## src/rtl/rs_kes_ribm_gf8_if.sv

```systemverilog
// Handshake and data bundle for the RS(255,251) key-equation solver.
// The master drives the start request and syndromes. The slave returns Λ, Ω and the done pulse.
interface rs_kes_ribm_gf8_if;
  logic       kes_ena;
  logic [7:0] rs_syn0;
  logic [7:0] rs_syn1;
  logic [7:0] rs_syn2;
  logic [7:0] rs_syn3;
  logic [7:0] rs_lambda0;
  logic [7:0] rs_lambda1;
  logic [7:0] rs_lambda2;
  logic [7:0] rs_omega0;
  logic [7:0] rs_omega1;
  logic       kes_done;

  modport master (
    output kes_ena, rs_syn0, rs_syn1, rs_syn2, rs_syn3,
    input  rs_lambda0, rs_lambda1, rs_lambda2, rs_omega0, rs_omega1, kes_done
  );

  modport slave (
    input  kes_ena, rs_syn0, rs_syn1, rs_syn2, rs_syn3,
    output rs_lambda0, rs_lambda1, rs_lambda2, rs_omega0, rs_omega1, kes_done
  );
endinterface

```

## src/rtl/rs_kes_ribm_gf8.sv

```systemverilog
// RiBM key-equation solver for RS(255,251), t = 2, over GF(2^8) mod 0x11D.
// Performs four inversionless iterations, one per clock, and returns Λ(x) and Ω(x).
module rs_kes_ribm_gf8 (
  input  logic              clk,
  input  logic              rstn,
  rs_kes_ribm_gf8_if.slave  kes_if
);

  typedef enum logic [4:0] {
    ST_IDLE = 5'b00001,
    ST_IT0  = 5'b00010,
    ST_IT1  = 5'b00100,
    ST_IT2  = 5'b01000,
    ST_IT3  = 5'b10000
  } state_e;

  // Shift-and-add GF(2^8) multiply, reducing by x^8 = x^4+x^3+x^2+1 on each shift.
  function automatic logic [7:0] gf_mul(input logic [7:0] a, input logic [7:0] b);
    logic [7:0] p;
    logic [7:0] aa;
    p  = 8'h00;
    aa = a;
    for (int i = 0; i < 8; i++) begin
      if (b[i]) p = p ^ aa;
      else      p = p;
      if (aa[7]) aa = {aa[6:0], 1'b0} ^ 8'h1D;
      else       aa = {aa[6:0], 1'b0};
    end
    return p;
  endfunction

  state_e     state_q, state_d;
  logic [7:0] delta_q [0:6];
  logic [7:0] theta_q [0:6];
  logic [7:0] gamma_q;
  logic [2:0] l_q;

  logic [7:0] delta_d [0:6];
  logic [1:0] k_d;
  logic [7:0] dlt_d;
  logic       swap_d;

  logic [7:0] lambda0_q, lambda1_q, lambda2_q;
  logic [7:0] omega0_q, omega1_q;
  logic       done_q;

  always_comb begin
    state_d = state_q;
    case (state_q)
      ST_IDLE: begin
        if (kes_if.kes_ena) state_d = ST_IT0;
        else                state_d = ST_IDLE;
      end
      ST_IT0:  state_d = ST_IT1;
      ST_IT1:  state_d = ST_IT2;
      ST_IT2:  state_d = ST_IT3;
      ST_IT3:  state_d = ST_IDLE;
      default: state_d = ST_IDLE;
    endcase
  end

  // One RiBM iteration: Δ' = γ·(Δ shifted down) ⊕ δ·Θ, plus the swap decision.
  always_comb begin
    case (state_q)
      ST_IT0:  k_d = 2'd0;
      ST_IT1:  k_d = 2'd1;
      ST_IT2:  k_d = 2'd2;
      ST_IT3:  k_d = 2'd3;
      default: k_d = 2'd0;
    endcase
    dlt_d = delta_q[0];
    for (int i = 0; i < 6; i++) begin
      delta_d[i] = gf_mul(gamma_q, delta_q[i+1]) ^ gf_mul(dlt_d, theta_q[i]);
    end
    delta_d[6] = gf_mul(dlt_d, theta_q[6]);
    swap_d = (dlt_d != 8'h00) && ({l_q, 1'b0} <= {2'b00, k_d});
  end

  always_ff @(posedge clk) begin
    if (rstn) state_q <= ST_IDLE;
    else      state_q <= state_d;
  end

  // Iteration registers: loaded on the start edge, advanced in IT0..IT3, held otherwise.
  always_ff @(posedge clk) begin
    if (rstn) begin
      for (int i = 0; i < 7; i++) begin
        delta_q[i] <= 8'h00;
        theta_q[i] <= 8'h00;
      end
      gamma_q <= 8'h00;
      l_q     <= 3'd0;
    end else if (state_q == ST_IDLE) begin
      if (kes_if.kes_ena) begin
        delta_q[0] <= kes_if.rs_syn0;
        delta_q[1] <= kes_if.rs_syn1;
        delta_q[2] <= kes_if.rs_syn2;
        delta_q[3] <= kes_if.rs_syn3;
        delta_q[4] <= 8'h00;
        delta_q[5] <= 8'h00;
        delta_q[6] <= 8'h01;
        theta_q[0] <= kes_if.rs_syn0;
        theta_q[1] <= kes_if.rs_syn1;
        theta_q[2] <= kes_if.rs_syn2;
        theta_q[3] <= kes_if.rs_syn3;
        theta_q[4] <= 8'h00;
        theta_q[5] <= 8'h00;
        theta_q[6] <= 8'h01;
        gamma_q    <= 8'h01;
        l_q        <= 3'd0;
      end
    end else begin
      for (int i = 0; i < 7; i++) delta_q[i] <= delta_d[i];
      if (swap_d) begin
        for (int i = 0; i < 6; i++) theta_q[i] <= delta_q[i+1];
        theta_q[6] <= 8'h00;
        gamma_q    <= dlt_d;
        l_q        <= {1'b0, k_d} + 3'd1 - l_q;
      end
    end
  end

  // Result registers capture the final iteration's next-state Δ on the IT3 edge.
  always_ff @(posedge clk) begin
    if (rstn) begin
      lambda0_q <= 8'h00;
      lambda1_q <= 8'h00;
      lambda2_q <= 8'h00;
      omega0_q  <= 8'h00;
      omega1_q  <= 8'h00;
      done_q    <= 1'b0;
    end else if (state_q == ST_IT3) begin
      lambda0_q <= delta_d[2];
      lambda1_q <= delta_d[3];
      lambda2_q <= delta_d[4];
      omega0_q  <= delta_d[0];
      omega1_q  <= delta_d[1];
      done_q    <= 1'b1;
    end else begin
      done_q    <= 1'b0;
    end
  end

  assign kes_if.rs_lambda0 = lambda0_q;
  assign kes_if.rs_lambda1 = lambda1_q;
  assign kes_if.rs_lambda2 = lambda2_q;
  assign kes_if.rs_omega0  = omega0_q;
  assign kes_if.rs_omega1  = omega1_q;
  assign kes_if.kes_done   = done_q;

endmodule

```

## src/flat_wrapper.sv

```systemverilog
// flat-port wrapper written by rule: the top's interface ports become plain ports
module rs_kes_ribm_gf8_flat 
  (clk, rstn, kes_if_kes_ena, kes_if_rs_syn0, kes_if_rs_syn1, kes_if_rs_syn2, kes_if_rs_syn3, kes_if_rs_lambda0, kes_if_rs_lambda1, kes_if_rs_lambda2, kes_if_rs_omega0, kes_if_rs_omega1, kes_if_kes_done);
  rs_kes_ribm_gf8_if kes_if_i ();
  input  logic clk;
  input  logic rstn;
  input wire logic [$bits(kes_if_i.kes_ena)-1:0] kes_if_kes_ena;
  input wire logic [$bits(kes_if_i.rs_syn0)-1:0] kes_if_rs_syn0;
  input wire logic [$bits(kes_if_i.rs_syn1)-1:0] kes_if_rs_syn1;
  input wire logic [$bits(kes_if_i.rs_syn2)-1:0] kes_if_rs_syn2;
  input wire logic [$bits(kes_if_i.rs_syn3)-1:0] kes_if_rs_syn3;
  output wire logic [$bits(kes_if_i.rs_lambda0)-1:0] kes_if_rs_lambda0;
  output wire logic [$bits(kes_if_i.rs_lambda1)-1:0] kes_if_rs_lambda1;
  output wire logic [$bits(kes_if_i.rs_lambda2)-1:0] kes_if_rs_lambda2;
  output wire logic [$bits(kes_if_i.rs_omega0)-1:0] kes_if_rs_omega0;
  output wire logic [$bits(kes_if_i.rs_omega1)-1:0] kes_if_rs_omega1;
  output wire logic [$bits(kes_if_i.kes_done)-1:0] kes_if_kes_done;
  assign kes_if_i.kes_ena = kes_if_kes_ena;
  assign kes_if_i.rs_syn0 = kes_if_rs_syn0;
  assign kes_if_i.rs_syn1 = kes_if_rs_syn1;
  assign kes_if_i.rs_syn2 = kes_if_rs_syn2;
  assign kes_if_i.rs_syn3 = kes_if_rs_syn3;
  assign kes_if_rs_lambda0 = kes_if_i.rs_lambda0;
  assign kes_if_rs_lambda1 = kes_if_i.rs_lambda1;
  assign kes_if_rs_lambda2 = kes_if_i.rs_lambda2;
  assign kes_if_rs_omega0 = kes_if_i.rs_omega0;
  assign kes_if_rs_omega1 = kes_if_i.rs_omega1;
  assign kes_if_kes_done = kes_if_i.kes_done;
  rs_kes_ribm_gf8 u_core (.clk(clk), .rstn(rstn), .kes_if(kes_if_i));
endmodule
```

## config.mk

```make
export PLATFORM = sky130hd
export DESIGN_NAME = rs_kes_ribm_gf8_flat
export DESIGN_NICKNAME = d
export VERILOG_FILES = /design/src/rtl/rs_kes_ribm_gf8_if.sv /design/src/rtl/rs_kes_ribm_gf8.sv /design/src/flat_wrapper.sv
export SDC_FILE = /design/constraint.sdc
export NUM_CORES = 1
export LEC_CHECK = 0
export BUFFER_PORTS_ARGS = -buffer_cell sky130_fd_sc_hd__buf_2
export CORE_ASPECT_RATIO = 0.6
export CORE_UTILIZATION = 32
export DETAILED_ROUTE_END_ITERATION = 16
export SLEW_MARGIN = 20
export SYNTH_ARGS = -nofsm -noshare
export SYNTH_HDL_FRONTEND = slang
export SYNTH_SLANG_ARGS = --single-unit
```

## constraint.sdc

```tcl
create_clock -name clk -period 7.65 [get_ports clk]
set_clock_uncertainty 0.05 [all_clocks]
set_input_delay 0.3825 -clock clk [delete_from_list [all_inputs] [get_ports clk]]
set_output_delay 0.3825 -clock clk [all_outputs]
set_load 0.05 [all_outputs]
```

# Yosys cells after proc, flatten, opt, wreduce, memory -nomap -nowiden
# Memory sizes are Yosys's and may differ from the RTL's.
# Cells that the tools add are included.
[op_classes]
bitwise = 139
n_reduce_logical = 4
muxes = 169
order_cmp = 1
addsub = 2
eq_ne = 6
[ops]
columns = ["operator", "n"]
rows = [
  ["8-bit two-way mux", 135],
  ["8-bit XOR", 97],
  ["5-bit two-way mux", 14],
  ["4-bit inverter", 14],
  ["1-bit bitwise OR", 28],
  ["5-bit case mux with 4 select lines", 1],
  ["1-bit two-way mux", 14],
  ["3-bit two-way mux", 3],
  ["8-bit nonzero test", 1],
  ["2-bit case mux with 3 select lines", 1],
  ["5-bit by 1-bit == test with 1-bit output, second input constant", 1],
  ["5-bit by 2-bit == test with 1-bit output, second input constant", 1],
  ["5-bit by 3-bit == test with 1-bit output, second input constant", 1],
  ["5-bit by 4-bit == test with 1-bit output, second input constant", 1],
  ["5-bit == test, second input constant", 1],
  ["4-bit by 2-bit less-or-equal comparator with 1-bit output", 1],
  ["2-bit by 1-bit adder with 3-bit output, second input constant", 1],
  ["3-bit subtractor", 1],
  ["2-bit two-way mux", 1],
  ["2-bit inequality test, second input constant", 1],
  ["2-bit AND reduction", 1],
  ["2-bit nonzero test", 1],
  ["1-bit logical AND", 1],
]
[word_totals]
regBits = 57
ramBits = 112
memories = 2
input_bits = 35
wordCells = 332
out_inout_bits = 41
[mem_list]
columns = ["memory", "depth", "word_bits", "rd", "rd_ports_with_merged_regs", "wr", "line", "source"]
rows = [
  ["u_core.delta_q", 7, 8, 7, 0, 7, "rs_kes_ribm_gf8.sv:33", "logic [7:0] delta_q [0:6];"],
  ["u_core.theta_q", 7, 8, 7, 0, 7, "rs_kes_ribm_gf8.sv:34", "logic [7:0] theta_q [0:6];"],
]

# Longest topological paths before layout
# Gate-level depths: netlist (run 1).
# An unclocked memory read counts as a cell.
[depth]
ltp_word = 19
mapped_depth = 12
ltp_nobuf = 8

# Worst setup path before layout (run 1)
# OpenSTA, ideal clock, no wires.
[synth_timing]
kind = "reg2reg"
from = "memory u_core.delta_q[0][3]"
to = "memory u_core.theta_q[1][0], enable pin"
t_required_ns = 7.216
setup_ns = 0.384
path_buffers = 3
slack_ns = 4.794
t_arrival_ns = 2.421
stages_incl_launch_ff = 8
synth_period_minus_slack_ns = 2.856
path_cell_list = "edfxtp_1 buf_2 clkbuf_1 nor4_1 a2111o_1 a21oi_1 clkbuf_1 nand2b_1"
[synth_lines]
columns = ["element", "line"]
rows = [
  ["from (decl)", "rs_kes_ribm_gf8.sv:33"],
  ["to (decl)", "rs_kes_ribm_gf8.sv:34"],
]

==> results of run 1 <==
-- layout make-up --
cell class / instances / area, um2
Fill cell: 5606 / 35300
Multi-Input combinational cell: 1940 / 12700
Inverter: 15 / 56.3
Tap cell: 714 / 893
Antenna cell: 1 / 2.50
Timing Repair Buffer: 123 / 739
Sequential cell: 162 / 4130
Clock inverter: 11 / 90.1
Clock buffer: 21 / 503
-- flip-flops by register name (all words and copies together) (netlist names) --
name	count
u_core.gamma_q	8
u_core.delta_q	56
u_core.kes_if.rs_lambda0	8
u_core.kes_if.kes_done	1
u_core.theta_q	49
u_core.state_q	5
u_core.kes_if.rs_lambda1	8
u_core.kes_if.rs_omega0	8
u_core.kes_if.rs_omega1	8
u_core.kes_if.rs_lambda2	8
u_core.l_q	3
-- cell families (layout without fill, tap and decap cells) --
group,Yosys count,after routing,share of synthesized area
and+or+nand+nor,970,970,0.218
xor gates and xnor gates,714,714,0.390
buffers and inverters,232,170,0.0546
AOI/OAI and AO/OA,216,216,0.0803
DFF,162,162,0.233
muxes,36,36,0.0211
adders and majority gates,4,4,0.00283
other,0,1,0
-- cell usage in the layout, fill, tap and decap left out, drive strengths merged, types with 8 or more instances in the layout --
| cell type | instances |
|---|---|
| nand2 | 789 |
| xnor2 | 504 |
| xor2 | 169 |
| buf | 123 |
| edfxtp | 88 |
| nor2 | 83 |
| dfxtp | 74 |
| a21oi | 60 |
| o21ai | 42 |
| a22o | 38 |
| xnor3 | 33 |
| a211oi | 26 |
| mux2i | 25 |
| nand3 | 24 |
| clkbuf | 21 |
| nor3 | 18 |
| and3 | 18 |
| inv | 17 |
| o211ai | 12 |
| mux2 | 11 |
| nand2b | 10 |
| nand3b | 9 |
| xor3 | 8 |
| clkinv | 8 |
-- worst min path at each step --
stage | start | endpoint | slack [ns] | cells after the start
floorplan | u_core.l_q[2] | u_core.l_q[2] | 0.39 | 2
global placement | u_core.kes_if.rs_omega1[2] | u_core.kes_if.rs_omega1[2] | 0.39 | 2
detailed placement | u_core.kes_if.rs_omega1[2] | u_core.kes_if.rs_omega1[2] | 0.40 | 2
CTS | kes_if_rs_syn1[7] | u_core.theta_q[1][7] | 0.12 | 3
global route | kes_if_rs_syn1[0] | u_core.theta_q[1][0] | 0.15 | 3
finish | kes_if_rs_syn1[7] | u_core.theta_q[1][7] | 0.14 | 3
-- metrics by stage --
step	utilization	power [mW]	hold WS (ns)
6_report	0.352	9.34	0.138
5_1_grt	0.352	9.63	0.147
4_1_cts	0.351	9.05	0.121
3_5_place_dp	0.340	8.10	0.403
3_3_place_gp	0.339	7.99	0.391
2_1_floorplan	-	6.03	0.388
-- routing by layer --
| metal | global-route usage | part of all wire | up-vias |
|---|---|---|---|
| li1 | - | - | 7263 |
| met1 | 0.379 | 0.43 | 8074 |
| met2 | 0.354 | 0.39 | 1307 |
| met3 | 0.0857 | 0.16 | 144 |
| met4 | 0.0746 | 0.025 | 0 |
| met5 | 0 | 0 | - |
-- power by group through the flow --
stage	logic [mW]	clock network (mW)	registers [mW]
final	6.64	0.915	1.79
after CTS	6.40	0.924	1.73
after floorplan	4.82	0	1.20
after global placement	6.24	0	1.75
after global routing	6.90	0.949	1.77
after detailed placement	6.36	0	1.74
-- critical path, delay by kind of cell (launching register included) --
kind	cells	cell delay, ns
xor gates and xnor gates	4	1.91
buffers and inverters	2	1.24
DFF	1	0.32
AOI/OAI and AO/OA	1	0.24
and+or+nand+nor	1	0.16
-- synthesized netlist by cell type, types with 8 or more instances --
cell and number:
a22o_1 38, o21ai_0 42, clkbuf_1 129, nand2_1 789, buf_2 42, nand3b_1 9, xor2_1 161, edfxtp_1 88
a21oi_1 60, mux2i_1 25, xnor3_1 33, nand3_1 24, nor2_1 83, xnor2_1 504, buf_4 11, nor3_1 18
inv_1 13, xor3_1 8, nand2b_1 10, o211ai_1 12, mux2_2 11, buf_1 34, a211oi_1 26, dfxtp_1 74
and3_1 18
==> reports/qor.json, run 1 <==
{
  "placed_cells_incl_taps": 2954,
  "ys_top_cells_by_area": "xnor2_1 25%, nand2_1 17%, edfxtp_1 15%",
  "yosys_register_bits": 162,
  "hold_path.class": "input pin to flip-flop",
  "setup_viol": 0,
  "yosys.area.top_type_share": 0.250,
  "insertion_delay_ns": 0.48,
  "number_of_sinks_driven_by_the_clock_tree": 162,
  "combinationalPowerShare": 0.711,
  "final_net_count": 2298,
  "globalplace.congestion": 0.974,
  "dr_total_vias": 16800,
  "logic_depth_of_the_worst_register_to_register_path": 8,
  "areaGrowthSynthToFinish_pct": 8.20,
  "postCtsHoldBufs": 0,
  "route.antenna.remaining_nets": 0,
  "vias_in_the_first_global_route": 15600,
  "synth-edff-count": 88,
  "finalWorstPathRequiredPeriod_ns": 4.21,
  "clock_power_share": 0.098,
  "die_w_um": 306,
  "ctsResizeCount": 0,
  "power.switching_fraction": 0.544,
  "synth_async_sr_flop_share": 0,
  "result_of_the_run": "complete, no violations",
  "p_leak_nw": 6.38,
  "timing_max_transition_violations_final": 0,
  "setup-tns-final_ns": 0,
  "synthesis.area_mm2": 0.0177,
  "power_per_cell_area_mw_per_mm2": 488,
  "dpl_worst_slack_ns": 3.66,
  "endpoint_kind": "flip-flop",
  "tritoncts_clock_tree": "yes",
  "power_frac_seq": 0.191,
  "globalRouteOverflowTotal": 0,
  "yosysSeqAreaShare": 0.233,
  "slew_worst_pin_ns": 1.25,
  "crit_end": "u_core.delta_q[3][3]",
  "timing.final.ws_setup_ns": 3.44,
  "hold_viol_final": 0,
  "grt_antenna_before_repair": 0,
  "placement_rows": 66,
  "synthCells": 2334,
  "ios": 76,
  "dominantRegCellSynth": "edfxtp_1",
  "post_placement_cell_area_mm2": 0.0185,
  "data_required_time_of_the_critical_path_ns": 7.82,
  "cpPeakStageDelay_ns": 0.87,
  "die_height_um": 184,
  "timing.final.crit_share": 0.550,
  "cts_buffer_depth": 2,
  "crit-reg2reg-launch": "u_core.delta_q[0][4]",
  "clock_tree.root_cell": "clkbuf_16",
  "worst_path_max_delay_cell": "xnor2_1",
  "wl_per_cell_um": 24.9,
  "yosys.cell_types.count": 49,
  "detail_route.drc_violations": 0,
  "r2r_setup_slack_ns": 3.44,
  "syn_avg_cell_area_um2": 7.58,
  "detail_route.first_pass.iterations": 6,
  "synthDominantAreaCellType": "xnor2_1",
  "max_freq_mhz": 238,
  "cp_data_arrival_time_ns": 4.38,
  "numCtsBuffers": 17,
  "timing.max_cap.violations": 0,
  "dieArea_mm2": 0.0563,
  "core_area_mm2": 0.0544,
  "timing.critical_path.from": "u_core.delta_q[0][4]",
  "h-tree-depth": 4,
  "regToRegEndpoint": "u_core.delta_q[3][3]",
  "grt_setup_unrepaired": "false",
  "port_buffers": 75,
  "grt_pass1_wl_mm": 107,
  "grt_start_max_net_pins": 57,
  "wirelength_mm": 74.3,
  "most_frequent_cell_on_the_critical_path": "xnor3_1",
  "setup.worst_path.class": "flip-flop to flip-flop",
  "initial_utilization": 0.325,
  "grt_util_all_layers": 0.259,
  "cp_cell_sequence": "buf_4 -> clkinv_1 -> xnor2_1 -> nand2_1 -> xor2_1 -> xnor3_1 -> xnor3_1 -> a22o_1",
  "final_cells": 2987,
  "cts.repair_timing.setup_buffer_count": 0,
  "clock_slew_at_reported_path_ffs_ns": 0.07,
  "yosysWarnings": 0,
  "design_area_mm2": 0.0191,
  "p_switching_mw": 5.08,
  "syn_nets": 2373,
  "drt_iter0_drc": 2604,
  "worst-path-max-fanout": 50,
  "hpwlAfterDp_mm": 49.6,
  "p_int_mw": 4.26,
  "layout-drive-gt1-share": 0.0863,
  "viasPerCell": 5.62,
  "timing.max_slew.rel_slack": 0.167,
  "startpoint_type": "flip-flop",
  "power.ir.vdd_worst_v": 0.000232
}
Power figures use the tool's default switching activity.
==> run 2, diff against run 1 <==
Clock period 7.65 ns to 3.9 ns, I/O delays scaled along.
==> run 2 against run 1 <==
  * Wire length rose by 4.1%
  * Final area rose by 3.7%
  * Count of clock-buffer cells in the layout rose by 3
  * Hold slack got worse by 0.12 ns
  * Non-clock buffer count rose by 85
  * Clock power rose by 100%
  * Register-to-register slack got worse by 3.0 ns
  * Power rose by 100%
  * Critical path type unchanged
  * Largest cell class unchanged
  * Highest routed layer unchanged
==> reports/qor.json, run 2 (synthesis results as in run 1) <==
{
  "hold_path.class": "input pin to flip-flop",
  "hpwlAfterDp_mm": 54.5,
  "insertion_delay_ns": 0.48,
  "layout.cells.most_common": "nand2_1",
  "wirelength_mm": 77.3,
  "timing_max_transition_violations_final": 0,
  "grt_start_max_net_pins": 57,
  "final_util": 0.365,
  "ios": 76,
  "globalRouteOverflowTotal": 0,
  "r2r_setup_slack_ns": 0.43,
  "dieArea_mm2": 0.0563,
  "layout-drive-gt1-share": 0.103,
  "globalplace.congestion": 0.998,
  "viasPerCell": 5.55,
  "number_of_sinks_driven_by_the_clock_tree": 162,
  "numCtsBuffers": 17,
  "final_net_count": 2383,
  "placement_rows": 66,
  "setup-tns-final_ns": 0,
  "regMostFlops": "u_core.delta_q",
  "final_cells": 3072,
  "hold_viol_final": 0,
  "p_leak_nw": 6.77,
  "power_per_cell_area_mw_per_mm2": 963,
  "grt_setup_unrepaired": "false",
  "die_w_um": 306,
  "grt_pass1_wl_mm": 111,
  "result_of_the_run": "complete, no violations",
  "areaGrowthSynthToFinish_pct": 12.2,
  "core_area_mm2": 0.0544,
  "startpoint_type": "flip-flop",
  "timing.final.crit_share": 0.889,
  "timing.max_cap.violations": 0,
  "cp_data_arrival_time_ns": 3.62,
  "most-common-layout-cells": "789 x nand2_1, 502 x xnor2_1, 160 x xor2_1",
  "slew_worst_pin_ns": 1.22,
  "power.ir.vdd_worst_v": 0.000615,
  "timing.max_slew.rel_slack": 0.186,
  "cts_buffer_depth": 2,
  "port_buffers": 75,
  "tritoncts_clock_tree": "yes",
  "placed_cells_incl_taps": 3011,
  "detail_route.first_pass.iterations": 6,
  "registers_with_the_most_flip_flops": "u_core.delta_q: 56 flops, u_core.theta_q: 49 flops",
  "grt_antenna_before_repair": 2,
  "h-tree-depth": 4,
  "setup.worst_path.class": "flip-flop to flip-flop",
  "worst-path-max-fanout": 7,
  "endpoint_kind": "flip-flop",
  "die_height_um": 184,
  "initial_utilization": 0.325,
  "max_freq_mhz": 288,
  "dr_total_vias": 17100,
  "route.antenna.remaining_nets": 0,
  "largest_register_ffs": 56,
  "wl_per_cell_um": 25.2,
  "clock_slew_at_reported_path_ffs_ns": 0.08,
  "detail_route.drc_violations": 0,
  "finalWorstPathRequiredPeriod_ns": 3.47,
  "grt_util_all_layers": 0.272,
  "data_required_time_of_the_critical_path_ns": 4.05,
  "drt_iter0_drc": 2394,
  "setup_viol": 0,
  "clock_tree.root_cell": "clkbuf_16",
  "vias_in_the_first_global_route": 15900
}
run 2: cell count changes in the layout (fill, tap and decap cells not counted), sizes merged:
cell         delta
dlygate4sd3    +28
buf            +57
clkbuf          +3
inv             -1
clkinvlp        +1
bufinv          +1
clkinv          -4
run 2: final timing paths:
path	startpoint	end	cells past startpoint
max	u_core.delta_q[0][1]	u_core.delta_q[0][4]	9
min	kes_if_rs_syn0[2]	u_core.delta_q[0][2]	2
max reg2reg	u_core.delta_q[0][1]	u_core.delta_q[0][4]	9
min reg2reg	u_core.kes_if.rs_omega1[5]	u_core.kes_if.rs_omega1[5]	2
run 2: power by group:
group / switching [mW] / internal [mW] / total, mW
clock: 0.851 / 1.02 / 1.87
sequential: 1.30 / 2.23 / 3.53
combinational: 8.06 / 5.65 / 13.7
total: 10.2 / 8.90 / 19.1
run 2: what timing repair did:
action,CTS,global route
hold buffers,28,0
resized for setup,0,0
endpoints found under the hold margin,43,0
buffers inserted,0,0
run 2: layout make-up:
class | count | area [um2]
diodes | 1 | 2.50
inverters | 15 | 56.3
well taps | 714 | 893
flip-flops and latches | 162 | 4130
multi-input cells | 1940 | 12600
repair buffers | 208 | 1520
fillers | 5587 | 34600
clock inverters | 8 | 85.1
clock buffers | 24 | 526
run 2: critical path: stages, from the launching register on:
cell and delay (ns):
edfxtp_1 0.80, xor2_2 0.24, xnor2_1 0.76, buf_4 0.30, nand2_1 0.09, xor3_1 0.40, xnor2_1 0.25, nand2_1 0.11
nand2b_1 0.10, o21ai_0 0.08
run 2: per-layer routing:
layer  global-route usage  wire, um
met1                0.406     34900
met2                0.360     29400
met3               0.0962     11600
met5                    0         0
met4               0.0693      1400
run 2: per-stage QoR:
| step | hold slack [ns] | total power [mW] | area (um2) | setup slack, ns |
|---|---|---|---|---|
| detailed placement | 0.395 | 16.6 | 19000 | 0.587 |
| global placement | 0.389 | 16.5 | 19000 | 0.664 |
| floorplan | 0.332 | 11.8 | 17700 | 1.04 |
| finish | 0.0153 | 19.1 | 19900 | 0.431 |
| CTS | 0.00189 | 18.6 | 19900 | 0.561 |
| global route | 0.0218 | 19.7 | 19900 | 0.366 |
